===== config.mk =====
export PLATFORM = sky130hd
export DESIGN_NAME = i2c_byte_ctrl_flat
export DESIGN_NICKNAME = d
export VERILOG_FILES = /design/src/rtl/i2c_byte_ctrl_pkg.sv /design/src/rtl/i2c_byte_ctrl_if.sv /design/src/rtl/i2c_byte_ctrl.sv /design/src/flat_wrapper.sv
export SDC_FILE = /design/constraint.sdc
export NUM_CORES = 1
export LEC_CHECK = 0
export BUFFER_PORTS_ARGS = -buffer_cell sky130_fd_sc_hd__buf_4
export CAP_MARGIN = 20
export CORE_UTILIZATION = 55
export DETAILED_ROUTE_END_ITERATION = 10
export PLACE_DENSITY = 0.82
export SLEW_MARGIN = 10
export SYNTH_ARGS = -nofsm -noshare
export SYNTH_HDL_FRONTEND = slang
export SYNTH_SLANG_ARGS = --single-unit
export TNS_END_PERCENT = 30

===== constraint.sdc =====
create_clock -name clk -period 6.4 [get_ports clk]
set_clock_uncertainty 0.05 [all_clocks]
set_input_delay 0.96 -clock clk [delete_from_list [all_inputs] [get_ports clk]]
set_output_delay 0.96 -clock clk [all_outputs]
set_load 0.05 [all_outputs]

===== src/rtl/i2c_byte_ctrl_pkg.sv =====
// i2c_byte_ctrl_pkg: bit-level command codes and byte FSM states
// shared by the I2C byte sequencer and its bit-level partner.
package i2c_byte_ctrl_pkg;

    localparam logic [3:0] CMD_NOP   = 4'b0000;
    localparam logic [3:0] CMD_START = 4'b0001;
    localparam logic [3:0] CMD_STOP  = 4'b0010;
    localparam logic [3:0] CMD_WRITE = 4'b0100;
    localparam logic [3:0] CMD_READ  = 4'b1000;

    typedef enum logic [5:0] {
        ST_IDLE  = 6'b000001,
        ST_START = 6'b000010,
        ST_WRITE = 6'b000100,
        ST_READ  = 6'b001000,
        ST_ACK   = 6'b010000,
        ST_STOP  = 6'b100000
    } st_e;

endpackage


===== src/rtl/i2c_byte_ctrl_if.sv =====
// i2c_byte_ctrl_if: host request/response and bit-level command bus
// seen by the byte sequencer (slave) and its driver (master).
interface i2c_byte_ctrl_if;

    logic       start;
    logic       stop;
    logic       read;
    logic       write;
    logic       ack_in;
    logic [7:0] din;
    logic       cmd_ack;
    logic       ack_out;
    logic [7:0] dout;
    logic       i2c_busy;
    logic       i2c_al;
    logic [3:0] core_cmd;
    logic       core_txd;
    logic       core_ack;
    logic       core_rxd;
    logic       bit_al;
    logic       bit_busy;

    modport slave (
        input  start, stop, read, write, ack_in, din,
        input  core_ack, core_rxd, bit_al, bit_busy,
        output cmd_ack, ack_out, dout, i2c_busy, i2c_al,
        output core_cmd, core_txd
    );

    modport master (
        output start, stop, read, write, ack_in, din,
        output core_ack, core_rxd, bit_al, bit_busy,
        input  cmd_ack, ack_out, dout, i2c_busy, i2c_al,
        input  core_cmd, core_txd
    );

endinterface


===== src/rtl/i2c_byte_ctrl.sv =====
// i2c_byte_ctrl: expands one host byte request into START/WRITE/READ/
// ACK/STOP bit commands, each held until the bit engine acknowledges it.
module i2c_byte_ctrl
    import i2c_byte_ctrl_pkg::*;
#(
    parameter bit STOP_ON_NACK = 1'b0
) (
    input  logic          clk,
    input  logic          nReset,
    input  logic          rst,
    i2c_byte_ctrl_if.slave bus
);

    st_e        r_state, w_state_nx;
    logic [3:0] r_cmd, w_cmd_nx;
    logic [7:0] r_sr, w_sr_nx;
    logic [2:0] r_cnt, w_cnt_nx;
    logic       r_ack_out, w_ack_out_nx;
    logic       r_cmd_ack, w_cmd_ack_nx;
    logic       r_busy;
    logic       r_al;
    logic       w_go;
    logic       w_nack_stop;

    assign w_go = (bus.read | bus.write | bus.stop) & ~r_cmd_ack;
    assign w_nack_stop = STOP_ON_NACK & bus.write & bus.core_rxd;

    always_comb begin
        w_state_nx   = r_state;
        w_cmd_nx     = r_cmd;
        w_sr_nx      = r_sr;
        w_cnt_nx     = r_cnt;
        w_ack_out_nx = r_ack_out;
        w_cmd_ack_nx = 1'b0;
        if (bus.bit_al) begin
            w_state_nx = ST_IDLE;
            w_cmd_nx   = CMD_NOP;
        end else begin
            unique case (r_state)
                ST_IDLE: begin
                    if (w_go) begin
                        w_sr_nx  = bus.din;
                        w_cnt_nx = 3'd7;
                        priority case (1'b1)
                            bus.start: begin
                                w_state_nx = ST_START;
                                w_cmd_nx   = CMD_START;
                            end
                            bus.read: begin
                                w_state_nx = ST_READ;
                                w_cmd_nx   = CMD_READ;
                            end
                            bus.write: begin
                                w_state_nx = ST_WRITE;
                                w_cmd_nx   = CMD_WRITE;
                            end
                            default: begin
                                w_state_nx = ST_STOP;
                                w_cmd_nx   = CMD_STOP;
                            end
                        endcase
                    end
                end
                ST_START: begin
                    if (bus.core_ack) begin
                        if (bus.read) begin
                            w_state_nx = ST_READ;
                            w_cmd_nx   = CMD_READ;
                        end else begin
                            w_state_nx = ST_WRITE;
                            w_cmd_nx   = CMD_WRITE;
                        end
                    end
                end
                ST_WRITE, ST_READ: begin
                    if (bus.core_ack) begin
                        w_sr_nx  = {r_sr[6:0], bus.core_rxd};
                        w_cnt_nx = r_cnt - 3'd1;
                        // ACK phase reverses direction relative to the data bits
                        if (r_cnt == 3'd0) begin
                            w_state_nx = ST_ACK;
                            w_cmd_nx   = bus.read ? CMD_WRITE : CMD_READ;
                        end
                    end
                end
                ST_ACK: begin
                    if (bus.core_ack) begin
                        w_ack_out_nx = bus.core_rxd;
                        if (bus.stop | w_nack_stop) begin
                            w_state_nx = ST_STOP;
                            w_cmd_nx   = CMD_STOP;
                        end else begin
                            w_state_nx   = ST_IDLE;
                            w_cmd_nx     = CMD_NOP;
                            w_cmd_ack_nx = 1'b1;
                        end
                    end
                end
                ST_STOP: begin
                    if (bus.core_ack) begin
                        w_state_nx   = ST_IDLE;
                        w_cmd_nx     = CMD_NOP;
                        w_cmd_ack_nx = 1'b1;
                    end
                end
                default: begin
                    w_state_nx = ST_IDLE;
                    w_cmd_nx   = CMD_NOP;
                end
            endcase
        end
    end

    always_ff @(posedge clk or negedge nReset) begin
        if (!nReset) begin
            r_state   <= ST_IDLE;
            r_cmd     <= CMD_NOP;
            r_sr      <= 8'h00;
            r_cnt     <= 3'd0;
            r_ack_out <= 1'b0;
            r_cmd_ack <= 1'b0;
            r_busy    <= 1'b0;
            r_al      <= 1'b0;
        end else if (rst) begin
            r_state   <= ST_IDLE;
            r_cmd     <= CMD_NOP;
            r_sr      <= 8'h00;
            r_cnt     <= 3'd0;
            r_ack_out <= 1'b0;
            r_cmd_ack <= 1'b0;
            r_busy    <= 1'b0;
            r_al      <= 1'b0;
        end else begin
            r_state   <= w_state_nx;
            r_cmd     <= w_cmd_nx;
            r_sr      <= w_sr_nx;
            r_cnt     <= w_cnt_nx;
            r_ack_out <= w_ack_out_nx;
            r_cmd_ack <= w_cmd_ack_nx;
            r_busy    <= bus.bit_busy;
            r_al      <= bus.bit_al;
        end
    end

    // In the ACK phase the driven bit is the host's ACK/NACK choice
    assign bus.core_txd = (r_state == ST_WRITE) ? r_sr[7] :
                          ((r_state == ST_ACK) & bus.ack_in);
    assign bus.core_cmd = r_cmd;
    assign bus.dout     = r_sr;
    assign bus.ack_out  = r_ack_out;
    assign bus.cmd_ack  = r_cmd_ack;
    assign bus.i2c_busy = r_busy;
    assign bus.i2c_al   = r_al;

endmodule


===== src/flat_wrapper.sv =====
// flat-port wrapper written by rule: the top's interface ports become plain ports
module i2c_byte_ctrl_flat import i2c_byte_ctrl_pkg::*;
#(
    parameter bit STOP_ON_NACK = 1'b0
)
  (clk, nReset, rst, bus_start, bus_stop, bus_read, bus_write, bus_ack_in, bus_din, bus_core_ack, bus_core_rxd, bus_bit_al, bus_bit_busy, bus_cmd_ack, bus_ack_out, bus_dout, bus_i2c_busy, bus_i2c_al, bus_core_cmd, bus_core_txd);
  i2c_byte_ctrl_if bus_i ();
  input  logic clk;
  input  logic nReset;
  input  logic rst;
  input wire logic [$bits(bus_i.start)-1:0] bus_start;
  input wire logic [$bits(bus_i.stop)-1:0] bus_stop;
  input wire logic [$bits(bus_i.read)-1:0] bus_read;
  input wire logic [$bits(bus_i.write)-1:0] bus_write;
  input wire logic [$bits(bus_i.ack_in)-1:0] bus_ack_in;
  input wire logic [$bits(bus_i.din)-1:0] bus_din;
  input wire logic [$bits(bus_i.core_ack)-1:0] bus_core_ack;
  input wire logic [$bits(bus_i.core_rxd)-1:0] bus_core_rxd;
  input wire logic [$bits(bus_i.bit_al)-1:0] bus_bit_al;
  input wire logic [$bits(bus_i.bit_busy)-1:0] bus_bit_busy;
  output wire logic [$bits(bus_i.cmd_ack)-1:0] bus_cmd_ack;
  output wire logic [$bits(bus_i.ack_out)-1:0] bus_ack_out;
  output wire logic [$bits(bus_i.dout)-1:0] bus_dout;
  output wire logic [$bits(bus_i.i2c_busy)-1:0] bus_i2c_busy;
  output wire logic [$bits(bus_i.i2c_al)-1:0] bus_i2c_al;
  output wire logic [$bits(bus_i.core_cmd)-1:0] bus_core_cmd;
  output wire logic [$bits(bus_i.core_txd)-1:0] bus_core_txd;
  assign bus_i.start = bus_start;
  assign bus_i.stop = bus_stop;
  assign bus_i.read = bus_read;
  assign bus_i.write = bus_write;
  assign bus_i.ack_in = bus_ack_in;
  assign bus_i.din = bus_din;
  assign bus_i.core_ack = bus_core_ack;
  assign bus_i.core_rxd = bus_core_rxd;
  assign bus_i.bit_al = bus_bit_al;
  assign bus_i.bit_busy = bus_bit_busy;
  assign bus_cmd_ack = bus_i.cmd_ack;
  assign bus_ack_out = bus_i.ack_out;
  assign bus_dout = bus_i.dout;
  assign bus_i2c_busy = bus_i.i2c_busy;
  assign bus_i2c_al = bus_i.i2c_al;
  assign bus_core_cmd = bus_i.core_cmd;
  assign bus_core_txd = bus_i.core_txd;
  i2c_byte_ctrl #(.STOP_ON_NACK(STOP_ON_NACK)) u_core (.clk(clk), .nReset(nReset), .rst(rst), .bus(bus_i));
endmodule

==> results of run 1 <==
## worst register-to-register path, delay by kind of cell (launching register included)
family,cells,cell delay [ns]
AO/OA/AOI/OAI,2,0.82
flip-flops,1,0.68
AND/OR/NAND/NOR,3,1.02
## state kept, by name (all words and copies together) (netlist names)
| name | flops |
|---|---|
| u_core.bus.dout | 8 |
| u_core.r_state | 5 |
| u_core.bus.i2c_busy | 1 |
| u_core.r_cnt | 3 |
| u_core.bus.i2c_al | 1 |
| u_core.bus.core_cmd | 3 |
| u_core.bus.ack_out | 1 |
| u_core.bus.cmd_ack | 1 |
## metal layers
metal  vias to the layer above  wire length, um  global-route usage
met2                        48             1694              0.4333
met1                       640             1498              0.3741
met3                         2              221             0.04885
met4                         0               26             0.07895
met5                         -                0                   0
li1                        638                -                   -
## metrics by stage
step	utilization	power [W]	worst slack, ns	hold slack (ns)
floorplan	-	0.0002354	3.577	0.4852
global placement	0.6783	0.0002625	3.730	0.4665
detailed placement	0.6783	0.0002660	3.623	0.4749
CTS	0.6889	0.0003339	3.627	0.4696
global route	0.6889	0.0003488	3.560	0.4650
finish	0.6889	0.0003324	3.636	0.4663
## report_power, final
part	switching, W	leakage [nW]	internal [W]
logic	0.0000612	0.440	0.0000369
registers	0.0000101	0.306	0.000155
clock network	0.0000447	0.0150	0.0000243
total	0.000116	0.761	0.000216
## cells by family after synthesis
kind of cell	Yosys count	share of synthesized area
simple gates	78	0.2658
compound gates	40	0.2442
flops	23	0.3991
buf+inv	16	0.06060
fa+ha+maj	2	0.01731
xor+xnor	1	0.006062
mux	1	0.006927
## layout by cell type (no fill, tap or decap), types with 3 or more instances in the layout
cell / synthesis / final
nor3_1: 5 / 5
and2_1: 3 / 3
nor2_1: 21 / 21
inv_1: 4 / 4
a311oi_2: 9 / 9
nand3_1: 5 / 5
o211ai_1: 3 / 3
nor2b_1: 5 / 5
clkbuf_4: 0 / 3
buf_4: 2 / 36
nand2_1: 23 / 23
a21oi_1: 9 / 9
o21ai_0: 5 / 5
nand3b_1: 3 / 3
dfrtp_1: 22 / 22
## area by class of cell
| class | count | share of cell area |
|---|---|---|
| well taps | 30 | 0.02199 |
| inverters | 4 | 0.008798 |
| flip-flops and latches | 23 | 0.3380 |
| repair buffers | 36 | 0.1584 |
| clock buffers | 4 | 0.01540 |
| multi-input cells | 122 | 0.4575 |
## final timing paths
kind                                          endpoint  slack, ns  depth (start not counted)
min in group clk                u_core.bus.core_cmd[3]       0.49                          2
worst max-delay path                      bus_core_txd       3.64                          3
worst max register to register      u_core.bus.dout[1]       3.76                          5
worst min register to register  u_core.bus.core_cmd[3]       0.49                          2
max in group asynchronous            u_core.r_state[0]       5.55                          1
worst min-delay path                 u_core.r_state[4]       0.47                          1
==> results.toml, run 1 <==
[logic_synthesis]
synth.distinct_cells = 42
synth_edf_count = 0
postSynthAreaPerCell_um2 = 8.976
synthCells = 161
synth.most_common_cell = "nand2_1"
synth.area.top_cells = "dfrtp_1 (38%), a311oi_2 (9.4%), nand2_1 (6.0%), nor2_1 (5.5%), a21oi_1 (3.1%)"
synth_common_cells = "nand2_1 (23), dfrtp_1 (22), nor2_1 (21)"
async_reset_ff_frac = 1.000
syn_nets = 183
ys_seq_area_frac = 0.3991
synthFlopType = "dfrtp_1"
yosys_warnings = 0
ys_ff_latch = 23
synth_top_cell_area_share = 0.3810
synth_area_leader_cell = "dfrtp_1"
synth_area_um2 = 1445

[die]
core_um2 = 2477
rows = 18
ios = 37
fp.dieArea_um2 = 2837
die_h_um = 53.26
initial_core_util = 0.5833
die_width_um = 53.26

[power_and_ir_drop]
leakagePower_nw = 0.7609
p_per_area_nw_per_um2 = 194.8
ir_drop_uv = 158.5

[grt]
grt_max_degree = 24
grt_pass1_vias = 1139
grt_usage = 0.2722
grt_overflow = 0
grt_pass1_wl_mm = 5.444
antenna_found_initial = 0

[outcome]
status = "complete, no violations"

[hold_path]
min_path_type = "input port to asynchronous set/reset pin"

[worst_setup_path]
cp.required_ns = 5.39
critPathLaunchType = "flop"
path_delay_family = "simple AND/OR/NAND/NOR gates"
critical_path_buf_inv_count = 1
r2r_start = "u_core.r_state[0]"
criticalPathCategory = "flop to output port"
critPathSlowestCell = "or4_1"
crit_path_max_fanout = 11
cp_cell_sequence = "or4_1 -> a21oi_1 -> buf_4"
critical-path-max-stage-delay_ns = 0.55
crit_path_start = "u_core.r_state[1]"
cp-end-kind = "output port"
crit_arrival_ns = 1.75

[cts]
htreeDepth = 1
cts_tree = "built"
cts-root-buf = "clkbuf_4"
cts_max_path_buffers = 2
cts_hold_buf = 0
clk_latency_ns = 0.31
clkSinkCount = 23
clk_pin_slew_ns = 0.13
cts_made_buffers = 3
postCtsSetupBuffers = 0
cts_resized = 0

[placed_design]
gp_congestion = 0.9814
dpl_cell_area_um2 = 1680
portBuffers = 36
place_inst = 215
dp_hpwl_mm = 2.495

[sta]
tns_ns = 0
tightest_slew_ns = 0.6261
drv_slew = 0
period_needed_ns = 2.764
rsz0062_at_grt = "no"
setup_viol = 0
relSlewSlack = 0.5817
hold_viol_final = 0
max_freq_mhz = 361.8
period_share = 0.4318

[flow_run]
cap_violations = 0

[route]
drc = 0
wl_per_cell_um = 15.71
routed_wl_mm = 3.440
drt_iter0_drc = 28
dr.pass1.iters = 4
via_count = 1328
viasPerCell = 6.064
ant_nets = 0

[finish]
syn_to_final_growth_pct = 18.10
drive_gt1_frac = 0.2804
layout.cells.non_filler = 219
seqCellArea_um2 = 576.8
nFillCells = 217
final_cell_area_um2 = 1707
n_antenna_cell = 0
multi_input_area_um2 = 780.7
final_nets = 212
Power figures use the tool's default switching activity.
==> inputs of run 2 (changes only) <==
--- a/config.mk
+++ b/config.mk
@@ -7,9 +7,9 @@
 export LEC_CHECK = 0
 export BUFFER_PORTS_ARGS = -buffer_cell sky130_fd_sc_hd__buf_4
 export CAP_MARGIN = 20
-export CORE_UTILIZATION = 55
+export CORE_UTILIZATION = 47
 export DETAILED_ROUTE_END_ITERATION = 10
-export PLACE_DENSITY = 0.82
+export PLACE_DENSITY = 0.75
 export SLEW_MARGIN = 10
 export SYNTH_ARGS = -nofsm -noshare
 export SYNTH_HDL_FRONTEND = slang
==> constraint.sdc (replaced) <==
create_clock -name clk -period 2.3 [get_ports clk]
set_clock_uncertainty 0.05 [all_clocks]
set_input_delay 0.345 -clock clk [delete_from_list [all_inputs] [get_ports clk]]
set_output_delay 0.345 -clock clk [all_outputs]
set_load 0.05 [all_outputs]
==> results.toml, run 2 (synthesized netlist as in run 1, its figures left out) <==
[power_and_ir_drop]
ir_drop_uv = 386.2
leakagePower_nw = 0.8067
p_per_area_nw_per_um2 = 517.3
finalPower_w = 0.0009328

[die]
core_um2 = 2829
fp.dieArea_um2 = 3301
ios = 37
die_h_um = 57.45
die_width_um = 57.45
initial_core_util = 0.5108
rows = 19

[worst_setup_path]
crit_arrival_ns = 2.35
critical_path_buf_inv_count = 1
criticalPathCategory = "flop to flop"
crit_path_max_fanout = 22
rrSetupSlack_ns = 0.12
path_delay_family = "simple AND/OR/NAND/NOR gates"
cp-end-kind = "flop"
critPathSlowestCell = "dfstp_2"
cp_cell_sequence = "or3b_1 -> or4b_4 -> a21oi_4 -> buf_12 -> nor2_1 -> a311oi_2"
cp.required_ns = 2.47
critPathLaunchType = "flop"
critical-path-max-stage-delay_ns = 0.55

[flow_run]
cap_violations = 0

[finish]
syn_to_final_growth_pct = 24.76
n_antenna_cell = 0
layout.cells.non_filler = 228
seqCellArea_um2 = 576.8
final_cell_mix = "buf_4 (42), nand2_1 (23), dfrtp_1 (22)"
final_nets = 220
multi_input_area_um2 = 800.8
largest_reg_flops = 8
layout_commonest_cell = "buf_4"
drive_gt1_frac = 0.3198
nFillCells = 247
final_cell_area_um2 = 1803

[sta]
tightest_slew_ns = 0.4879
setup_viol = 0
hold_viol_final = 0
period_needed_ns = 2.181
relSlewSlack = 0.6713
max_freq_mhz = 458.4
period_share = 0.9485
rsz0062_at_grt = "no"
fin_hold_ws_ns = 0.1999
tns_ns = 0
drv_slew = 0

[cts]
postCtsSetupBuffers = 0
clkSinkCount = 23
cts_max_path_buffers = 2
htreeDepth = 1
cts_tree = "built"
clk_pin_slew_ns = 0.12
clk_latency_ns = 0.30
cts-root-buf = "clkbuf_4"
cts_made_buffers = 3

[hold_path]
min_path_type = "input port to flop"

[grt]
grt_usage = 0.2368
grt_pass1_wl_mm = 6.023
antenna_found_initial = 0
grt_pass1_vias = 1312
grt_overflow = 0
grt_max_degree = 24

[outcome]
violations = "DRC"
status = "complete, but fails checks"

[route]
drc = 3
routed_wl_mm = 3.470
wl_per_cell_um = 15.22
via_count = 1346
drt_iter0_drc = 72
dr.pass1.iters = 7
ant_nets = 0
viasPerCell = 5.904

[placed_design]
place_inst = 223
dpl_cell_area_um2 = 1747
gp_congestion = 0.9199
dp_hpwl_mm = 2.523
portBuffers = 36
==> run 2: cell count changes in the layout (fill, tap and decap cells not counted) <==
cell	previous run	this run
nor4_2	0	1
a2111oi_2	0	1
xor2_2	0	1
buf_12	0	1
a2111oi_0	1	0
xor2_1	1	0
nor4_1	2	1
dlygate4sd3_1	0	1
buf_4	36	42
==> run 2: final cells by class <==
type | count | area share
flip-flops and latches | 23 | 0.3199
repair buffers | 44 | 0.1915
multi-input cells | 122 | 0.4441
well taps | 31 | 0.02151
clock buffers | 4 | 0.01457
inverters | 4 | 0.008328
==> run 2: worst reg2reg max path: stages (launching register included) <==
cell and delay [ns]:
dfstp_2 0.55, or3b_1 0.34, or4b_4 0.50, a21oi_4 0.16, buf_12 0.18, nor2_1 0.07
a311oi_2 0.25
==> run 2: metrics by stage <==
stage               setup slack, ns    util
detailed placement          0.04466  0.6174
global placement             0.1776  0.6174
finish                       0.1185  0.6373
CTS                         0.01984  0.6325
global route               0.002998  0.6373
floorplan                    0.1259       -
==> run 2: where the power goes <==
| group | leakage, nW | total, W | internal, W | switching [W] |
|---|---|---|---|---|
| Sequential | 0.306 | 0.000453 | 0.000431 | 0.0000220 |
| Clock | 0.0150 | 0.000180 | 0.0000676 | 0.000113 |
| Combinational | 0.486 | 0.000299 | 0.000118 | 0.000182 |
| Total | 0.807 | 0.000933 | 0.000617 | 0.000316 |
==> run 2: final timing paths <==
path,startpoint,endpoint,cells after the start
min,bus_bit_busy,u_core.bus.i2c_busy,2
max in group asynchronous,nReset,u_core.r_state[0],2
max reg2reg,u_core.r_state[0],u_core.bus.dout[3],6
min reg2reg,u_core.bus.ack_out,u_core.bus.ack_out,2
min in group asynchronous,nReset,u_core.bus.dout[3],2
max,u_core.r_state[0],u_core.bus.dout[3],6
==> run 2: timing repair <==
item / 4_1_cts / 5_1_grt
resized for setup: 1 / 3
endpoints found under the setup margin: 1 / 1
gates cloned: 0 / 0
hold endpoints to repair: 22 / 0
hold buffers: 1 / 0
==> run 2: routing by layer <==
metal | up-vias | GRT usage | part of all wire
li1 | 651 | - | -
met1 | 623 | 0.3175 | 0.43
met2 | 66 | 0.3854 | 0.47
met3 | 6 | 0.05442 | 0.085
met4 | 0 | 0.06272 | 0.016
met5 | - | 0 | 0
==> inputs of run 3 (changes only) <==
==> constraint.sdc (replaced) <==
create_clock -name clk -period 1.9 [get_ports clk]
set_clock_uncertainty 0.05 [all_clocks]
set_input_delay 0.285 -clock clk [delete_from_list [all_inputs] [get_ports clk]]
set_output_delay 0.285 -clock clk [all_outputs]
set_load 0.05 [all_outputs]
==> results.toml, run 3 (synthesized netlist as in run 1, its figures left out) <==
[outcome]
status = "complete, but fails checks"
violations = "DRC, setup timing"

[grt]
use_met1 = 0.3723
antenna_found_initial = 0
grt_pass1_vias = 1365
grt_pass1_wl_mm = 6.430
grt_usage = 0.2512
grt_overflow = 0
busiest_layer = "met1"
use_met2 = 0.3688
use_met3 = 0.03628
grt_max_degree = 24

[cts]
clkSinkCount = 23
postCtsSetupBuffers = 0
cts-root-buf = "clkbuf_4"
cts_made_buffers = 3
cts_tree = "built"
cts_max_path_buffers = 2
htreeDepth = 1
clk_pin_slew_ns = 0.13
clk_latency_ns = 0.31

[worst_setup_path]
cp.required_ns = 2.08
critical_path_buf_inv_count = 1
path_delay_family = "simple AND/OR/NAND/NOR gates"
critPathSlowestCell = "dfstp_2"
criticalPathCategory = "flop to flop"
cp_cell_sequence = "or3b_1 -> or4b_4 -> a21oi_4 -> buf_12 -> nor2_1 -> a311oi_2"
crit_path_max_fanout = 11
critPathLaunchType = "flop"
cp-end-kind = "flop"
crit_arrival_ns = 2.39
critical-path-max-stage-delay_ns = 0.55

[finish]
drive_gt1_frac = 0.4324
final_nets = 245
final_cell_mix = "buf_4 (62), nand2_1 (23), nor2_1 (21)"
n_antenna_cell = 0
syn_to_final_growth_pct = 43.20
largest_reg_flops = 8
layout_commonest_cell = "buf_4"
final_cell_area_um2 = 2069

[placed_design]
dpl_cell_area_um2 = 1931
gp_congestion = 0.8904
dp_hpwl_mm = 2.783
portBuffers = 36
dpl_worst_slack_ns = -0.2738

[hold_path]
min_path_type = "input port to flop"

[die]
ios = 37
fp.dieArea_um2 = 3301
core_um2 = 2829
die_width_um = 57.45
initial_core_util = 0.5108
rows = 19
die_h_um = 57.45

[route]
dr.pass1.iters = 7
drc = 2
ant_nets = 0
via_count = 1484
wl_per_cell_um = 15.47
viasPerCell = 5.866
routed_wl_mm = 3.914
drt_iter0_drc = 59

[sta]
hold_viol_final = 0
tightest_slew_ns = 0.4402
setup_ws_ns = -0.3072
period_share = 1.162
drv_slew = 0
tns_ns = -3.449
rsz0062_at_grt = "yes"
setup_viol = 17
period_needed_ns = 2.207
relSlewSlack = 0.7034
max_freq_mhz = 453.1

[power_and_ir_drop]
ir_drop_uv = 437.2
p_int_w = 0.0007968
finalPower_w = 0.001217
swShare = 0.3451
p_clk_frac = 0.192
pwr-share-seq = 0.449
p_comb_frac = 0.359
switching_power_w = 0.0004199
p_per_area_nw_per_um2 = 587.9
leakagePower_nw = 0.9562

[flow_run]
cap_violations = 0
run 3: cell types whose count changed in the layout (fill, tap and decap cells not counted), moves of 2 or more:
cell / change
buf_4: +20
buf_6: +4
dfrtp_1: -2
dfrtp_2: +2
run 3: final timing paths:
| check | from | to | slack, ns | cells past startpoint |
|---|---|---|---|---|
| worst max-delay path | u_core.r_state[0] | u_core.bus.dout[1] | -0.31 | 6 |
| max in group asynchronous | nReset | u_core.r_state[0] | 1.17 | 2 |
| worst max register to register | u_core.r_state[0] | u_core.bus.dout[1] | -0.31 | 6 |
| worst min register to register | u_core.bus.core_cmd[3] | u_core.bus.core_cmd[3] | 0.50 | 2 |
| min in group asynchronous | nReset | u_core.bus.dout[6] | 0.34 | 2 |
| worst min-delay path | bus_bit_busy | u_core.bus.i2c_busy | 0.13 | 2 |
run 3: power groups by stage:
stage	clock (W)	combinational, W	sequential, W
after floorplan	0	0.000168	0.000625
after global placement	0	0.000389	0.000553
after detailed placement	0	0.000403	0.000555
after CTS	0.000235	0.000419	0.000546
after global routing	0.000254	0.000465	0.000551
final	0.000233	0.000437	0.000547
run 3: area by class of cell:
| class | count | area [um^2] |
|---|---|---|
| fill | 201 | 759.5 |
| timing repair buffer | 69 | 565.5 |
| inverter | 4 | 15.01 |
| clock buffer | 4 | 26.28 |
| tap | 31 | 38.79 |
| multi-input combinational | 122 | 844.6 |
| sequential | 23 | 579.3 |
run 3: per-stage QoR:
stage / hold WS (ns) / instances / utilization
global route: 0.1502 / 253 / 0.7315
detailed placement: 0.1443 / 247 / 0.6824
global placement: 0.1418 / 247 / 0.6824
finish: 0.1318 / 253 / 0.7315
CTS: 0.1330 / 252 / 0.7183
floorplan: -0.06059 / 161 / -
run 3: repair_timing:
action / 4_1_cts / 5_1_grt
gates cloned: 0 / 1
hold buffers: 1 / 0
setup endpoints to repair: 21 / 21
pin swaps: 3 / 5
resized for setup: 13 / 3
hold endpoints to repair: 22 / 0
run 3: per-layer routing:
layer,part of all wire,vias up
li1,-,705
met1,0.45,699
met2,0.46,66
met3,0.065,14
met4,0.027,0
met5,0,-
